$ cat src/rtl/slave_read_master.sv
// -----------------------------------------------------------------------------
// slave_read_master
//
// Bus-master sequencer for the slave readout card. It performs burst reads of
// N consecutive addresses starting from a programmable base address. Each word
// uses a four-phase handshake: present the address, raise CARD_SEL, wait for
// SACK_N low, capture SDO, drop CARD_SEL, then wait for SACK_N high.
// Every captured word is presented with its address as a one-cycle RD_VALID
// pulse.
//
// Optional feature (macro SRM_TIMEOUT_EN):
//   When defined, a wait counter aborts the burst if SACK_N does not change
//   within TIMEOUT_CYCLES cycles in REQ or REL. An aborted burst drops
//   CARD_SEL, sets the sticky ERR flag and pulses DONE. When undefined, there
//   is no counter, the handshake waits indefinitely and ERR is tied to 0.
//
// Parameters:
//   TIMEOUT_CYCLES  handshake wait limit (exists only with SRM_TIMEOUT_EN)
//   SETUP_CYCLES    cycles AI is held before CARD_SEL rises (1..15)
//
// Ports:
//   CLK        system clock, rising edge
//   RESET      asynchronous, active-high reset
//   START      one-cycle burst start pulse, ignored while BUSY
//   BASE_ADDR  first address of the burst (sampled on START)
//   COUNT      words to read, 1..1024, 0 means 1024 (sampled on START)
//   SACK_N     slave acknowledge, active low
//   SDO        slave read data
//   CARD_SEL   slave select, active high
//   AI         slave address
//   WR_IN_N    write strobe, active low; constant 1 (read-only master)
//   RD_DATA    captured data word
//   RD_ADDR    address of RD_DATA
//   RD_VALID   one-cycle pulse, RD_DATA/RD_ADDR valid
//   BUSY       burst in progress
//   DONE       one-cycle pulse at burst end (normal or aborted)
//   ERR        sticky timeout abort flag, cleared by the next accepted START
// -----------------------------------------------------------------------------
module slave_read_master #(
`ifdef SRM_TIMEOUT_EN
  parameter int TIMEOUT_CYCLES = 255,
`endif
  parameter int SETUP_CYCLES = 1
) (
  input  logic        CLK,
  input  logic        RESET,
  input  logic        START,
  input  logic [9:0]  BASE_ADDR,
  input  logic [10:0] COUNT,
  input  logic        SACK_N,
  input  logic [31:0] SDO,
  output logic        CARD_SEL,
  output logic [9:0]  AI,
  output logic        WR_IN_N,
  output logic [31:0] RD_DATA,
  output logic [9:0]  RD_ADDR,
  output logic        RD_VALID,
  output logic        BUSY,
  output logic        DONE,
  output logic        ERR
);

  typedef enum logic [2:0] {
    IDLE,
    SETUP,
    REQ,
    CAPT,
    REL,
    DONE_S
  } state_t;

  localparam logic [3:0] SETUP_LAST = 4'(SETUP_CYCLES - 1);

  state_t      state;
  logic        sack_q;     // SACK_N after one sample flop
  logic [3:0]  setup_cnt;
  logic [10:0] remaining;  // words still to capture, 1..1024
  logic        abort;      // handshake timed out this cycle

  assign WR_IN_N = 1'b1;

`ifdef SRM_TIMEOUT_EN
  localparam int WAIT_W = $clog2(TIMEOUT_CYCLES + 1);

  logic [WAIT_W-1:0] wait_cnt;
  logic              err_q;

  // Any state other than REQ/REL holds the counter at zero, so it is cleared
  // on every entry to REQ (from SETUP) and to REL (from CAPT).
  always_ff @(posedge CLK or posedge RESET) begin
    if (RESET) begin
      wait_cnt <= '0;
    end else if (state == REQ || state == REL) begin
      wait_cnt <= wait_cnt + 1'b1;
    end else begin
      wait_cnt <= '0;
    end
  end

  // Abort only when the awaited ack edge has not arrived; an ack sampled in
  // the final cycle still wins.
  assign abort = (wait_cnt == WAIT_W'(TIMEOUT_CYCLES - 1)) &&
                 ((state == REQ && sack_q) || (state == REL && !sack_q));

  always_ff @(posedge CLK or posedge RESET) begin
    if (RESET) begin
      err_q <= 1'b0;
    end else if (state == IDLE && START) begin
      err_q <= 1'b0;
    end else if (abort) begin
      err_q <= 1'b1;
    end
  end

  assign ERR = err_q;
`else
  assign abort = 1'b0;
  assign ERR   = 1'b0;
`endif

  // NOTE: state registers use non-blocking assignments so every flop samples
  // the pre-edge values, independent of statement order in the block.
  always_ff @(posedge CLK or posedge RESET) begin
    if (RESET) begin
      state     <= IDLE;
      sack_q    <= 1'b1;  // idle level of the active-low ack
      setup_cnt <= '0;
      remaining <= '0;
      CARD_SEL  <= 1'b0;
      AI        <= '0;
      RD_DATA   <= '0;
      RD_ADDR   <= '0;
      RD_VALID  <= 1'b0;
      BUSY      <= 1'b0;
      DONE      <= 1'b0;
    end else begin
      sack_q   <= SACK_N;
      RD_VALID <= 1'b0;
      DONE     <= 1'b0;

      case (state)
        IDLE: begin
          if (START) begin
            AI        <= BASE_ADDR;
            remaining <= (COUNT == 11'd0) ? 11'd1024 : COUNT;
            BUSY      <= 1'b1;
            setup_cnt <= '0;
            state     <= SETUP;
          end
        end

        SETUP: begin
          if (setup_cnt == SETUP_LAST) begin
            setup_cnt <= '0;
            CARD_SEL  <= 1'b1;
            state     <= REQ;
          end else begin
            setup_cnt <= setup_cnt + 4'd1;
          end
        end

        // An ack that is already low here is legal: REL has already seen it
        // high, so this low belongs to the current request.
        REQ: begin
          if (!sack_q) begin
            state <= CAPT;
          end else if (abort) begin
            CARD_SEL <= 1'b0;
            state    <= DONE_S;
          end
        end

        CAPT: begin
          RD_DATA   <= SDO;
          RD_ADDR   <= AI;
          RD_VALID  <= 1'b1;
          CARD_SEL  <= 1'b0;
          remaining <= remaining - 11'd1;
          state     <= REL;
        end

        // CARD_SEL may only rise again after the ack is seen released, and AI
        // advances only here so it is stable across the whole handshake.
        REL: begin
          if (sack_q) begin
            if (remaining == 11'd0) begin
              state <= DONE_S;
            end else begin
              AI    <= AI + 10'd1;
              state <= SETUP;
            end
          end else if (abort) begin
            state <= DONE_S;
          end
        end

        DONE_S: begin
          DONE  <= 1'b1;
          BUSY  <= 1'b0;
          state <= IDLE;
        end

        default: state <= IDLE;
      endcase
    end
  end

endmodule

$ cat config.mk
export PLATFORM = sky130hd
export DESIGN_NAME = slave_read_master
export DESIGN_NICKNAME = d
export VERILOG_FILES = /design/src/rtl/slave_read_master.sv
export SDC_FILE = /design/constraint.sdc
export NUM_CORES = 1
export LEC_CHECK = 0
export CAP_MARGIN = 20
export CORE_MARGIN = 2
export CORE_UTILIZATION = 46
export CTS_CLUSTER_DIAMETER = 40
export CTS_CLUSTER_SIZE = 10
export DETAILED_ROUTE_END_ITERATION = 16
export HOLD_SLACK_MARGIN = 0.15
export PLACE_DENSITY = 0.8
export SLEW_MARGIN = 20
export SYNTH_ARGS = -nofsm -noshare
export SYNTH_HDL_FRONTEND = slang
export SYNTH_SLANG_ARGS = --single-unit
$ cat constraint.sdc
create_clock -name CLK -period 2.6 [get_ports CLK]
set_clock_uncertainty 0.1 [all_clocks]
set_input_delay 0.39 -clock CLK [delete_from_list [all_inputs] [get_ports CLK]]
set_output_delay 0.39 -clock CLK [all_outputs]
set_load 0.1 [all_outputs]
==> results.yml <==
critical_path:
  cp_cell_sequence: "nor4_2 -> and4_1 -> nor2_1 -> a2bb2oi_1"
  crit_arrival_ps: 2320
  cpPeakStageDelay_ps: 550
  crit_path_max_fanout: 12
  reg2reg_from: "remaining[2]$_DFFE_PP0P_"
  worstSetupPathType: "flip-flop to flip-flop"
  crit_path_start_kind: "flip-flop"
  setup.worst_path.end_class: "flip-flop"
  timing.rr.end: "AI[7]$_DFFE_PP0P_"
  crit_end: "AI[7]$_DFFE_PP0P_"
  cp.required_ps: 2760
  ff2ff_path_depth: 4
  critPathSlowestCell: "and4_1"
  rrSetupSlack_ps: 440
  crit_path_start: "remaining[2]$_DFFE_PP0P_"
floorplanning:
  dieHeight_um: 90.76
  dieArea_mm2: 0.008236
  placementRows: 31
  core-area_mm2: 0.007253
  initial_core_util_pct: 47.73
  io_pins: 115
  fp.dieW_um: 90.76
yosys:
  synth_top_family_by_area: "simple AND/OR/NAND/NOR gates"
  yosysUniqueCellTypes: 53
  synth_area_mm2: 0.003462
  synth-main-ff-cell: "dfrtp_1"
  synth_fa_ha_area_share_pct: 1.446
  synth_top_area_share_pct: 53.49
  async_reset_ff_share_pct: 100.0
  synth-seq-cells: 75
  yosys.area_share.simple_pct: 27.21
  seq_area_frac_synth_pct: 54.25
  synth_edf_count: 0
  yosysWarnings: 0
  synthesis.nets: 443
  synth_compound_area_share_pct: 11.89
  syn_inst: 382
  yosysTopAreaCell: "dfrtp_1"
  synth_xor_area_share_pct: 0.2530
  synthTopCellsByArea: "dfrtp_1 (53%), nand2_1 (16%), o21ai_0 (2.7%), a2bb2oi_1 (2.0%), nor2_1 (1.6%)"
  muxShareOfSynthArea_pct: 0.9035
  postSynthAreaPerCell_um2: 9.063
placement:
  dp_hpwl_mm: 6.183
  pre_cts_ws_ps: 334.0
  port_buffers: 112
  gp_congestion: 0.8207
clocking:
  clock-sinks: 75
  insertion_delay_ps: 340
  htree_levels: 3
  cts_resized: 0
  cts_buffers: 9
  root_buffer: "clkbuf_8"
  cts_tree: "yes"
  post_cts.repair.setup_buffers: 0
  clockBufferDepth: 2
  cts_hold_buf: 0
  clk_pin_slew_worst_paths_ps: 80
drt:
  dr.pass1.iters: 4
  routed_wl_mm: 8.423
  drc: 0
  ant_nets: 0
  vias: 3129
  vias_per_cell: 5.232
  wl_per_cell_um: 14.09
  drt_iter0_markers: 158
sta:
  hold_viol_final: 0
  rsz0062_at_grt: "false"
  layout_min_cycle_time_ps: 2156
  fin_crit_sh_pct: 82.94
  fmax_ghz: 0.4637
  slew_violations: 0
  setup_violations: 0
  whs_ps: 252.0
  tightest_slew_ps: 616.8
  relSlewSlack_pct: 58.73
  tns_ps: 0
  setup_ws_ps: 443.6
status:
  status: "completed"
grt:
  grt_pass1_wl_mm: 14.39
  grt_pass1_vias: 3060
  grt_usage_pct: 21.53
  antenna_found_initial: 0
  grt_max_degree: 33
  grt-ovfl-total: 0
worst_hold_path:
  hp-class: "primary input to asynchronous set/reset pin"
cells_and_area:
  n_antenna_cell: 0
  final_nets: 555
  syn2layout_area_growth_pct: 38.78
  final_core_util_pct: 66.24
  layout-drive-gt1-share_pct: 19.04
  nFillCells: 595
flow_run:
  timing.max_cap.violations: 0
==> metal layers <==
layer,vias up,routed length [um],GRT usage (%),share of wire (%)
met1,1472,3612,28.45,43
met4,0,205,9.744,2.4
met2,116,4063,34.20,48
met3,15,542,4.424,6.4
met5,-,0,0,0
li1,1526,-,-,-
==> critical path: cells and delay by family, from the launching register on <==
kind | cells | cell delay (ps)
flip-flops | 1 | 470
AND/OR/NAND/NOR | 3 | 1310
AO/OA/AOI/OAI | 1 | 200
==> sequential cells by signal, summed over array words and instances (netlist names), 3 cells and up <==
register / flops
setup_cnt: 4
AI: 10
RD_ADDR: 10
RD_DATA: 32
state: 3
remaining: 11
==> cell usage after synthesis, types with 3 or more instances <==
cell       number
nand3_1         5
nand2_1       143
nor2_1         15
and4_1          4
nor2b_1         3
o31ai_1         3
nand4_1         4
a31oi_1         4
nor3_1         10
ha_1            4
inv_1           8
dfrtp_1        74
a21oi_1         6
o311ai_0        4
a2bb2oi_1       8
a211oi_1        3
o21ai_0        19
buf_2          10
clkbuf_1        9
or4_1           3
==> kinds of logic after synthesis <==
| family | after synthesis |
|---|---|
| AOI/OAI and AO/OA | 61 |
| DFF | 75 |
| other | 2 |
| buffers and inverters | 30 |
| adders and majority gates | 4 |
| and+or+nand+nor | 206 |
| muxes | 3 |
| xor gates and xnor gates | 1 |
==> area by class of cell <==
class,count,area [um^2],area share (%)
flip-flops and latches,75,1878,39.09
multi-input cells,277,1456,30.31
repair buffers,123,1076,22.40
clock buffers,9,123.9,2.578
well taps,99,123.9,2.578
clock inverters,7,116.4,2.422
inverters,8,30.03,0.6250
==> how the worst min path moves through the flow <==
| stage | start | endpoint | cells past startpoint |
|---|---|---|---|
| finish | RESET | RD_DATA[19]$_DFFE_PP0P_ | 2 |
| global route | RESET | RD_DATA[19]$_DFFE_PP0P_ | 2 |
| CTS | RESET | RD_DATA[19]$_DFFE_PP0P_ | 2 |
| detailed placement | RD_DATA[6]$_DFFE_PP0P_ | RD_DATA[6]$_DFFE_PP0P_ | 2 |
| global placement | RD_DATA[31]$_DFFE_PP0P_ | RD_DATA[31]$_DFFE_PP0P_ | 2 |
| floorplan | SACK_N | sack_q$_DFF_PP1_ | 0 |
==> cell usage in the layout, fill, tap and decap left out, types with 3 or more instances in the layout <==
| master | synthesis | final |
|---|---|---|
| nand2_1 | 143 | 143 |
| dfrtp_1 | 74 | 74 |
| buf_4 | 2 | 66 |
| clkdlybuf4s50_1 | 0 | 56 |
| o21ai_0 | 19 | 19 |
| nor2_1 | 15 | 15 |
| nor3_1 | 10 | 10 |
| clkbuf_8 | 0 | 9 |
| a2bb2oi_1 | 8 | 8 |
| inv_1 | 8 | 7 |
| a21oi_1 | 6 | 6 |
| nand3_1 | 5 | 5 |
| a31oi_1 | 4 | 4 |
| o311ai_0 | 4 | 4 |
| and4_1 | 4 | 4 |
| nand4_1 | 4 | 4 |
| ha_1 | 4 | 4 |
| nor2b_1 | 3 | 3 |
| or4_1 | 3 | 3 |
| a211oi_1 | 3 | 3 |
| o31ai_1 | 3 | 3 |
| bufinv_16 | 0 | 3 |
==> per-stage QoR <==
stage / cells / cell area (um^2)
3_5_place_dp: 582 / 4564
2_1_floorplan: 382 / 3462
4_1_cts: 598 / 4805
5_1_grt: 598 / 4805
6_report: 598 / 4805
3_3_place_gp: 582 / 4564
Power is not shown: default switching activity piles up to over one toggle a cycle in this logic, so the estimate is an artifact.
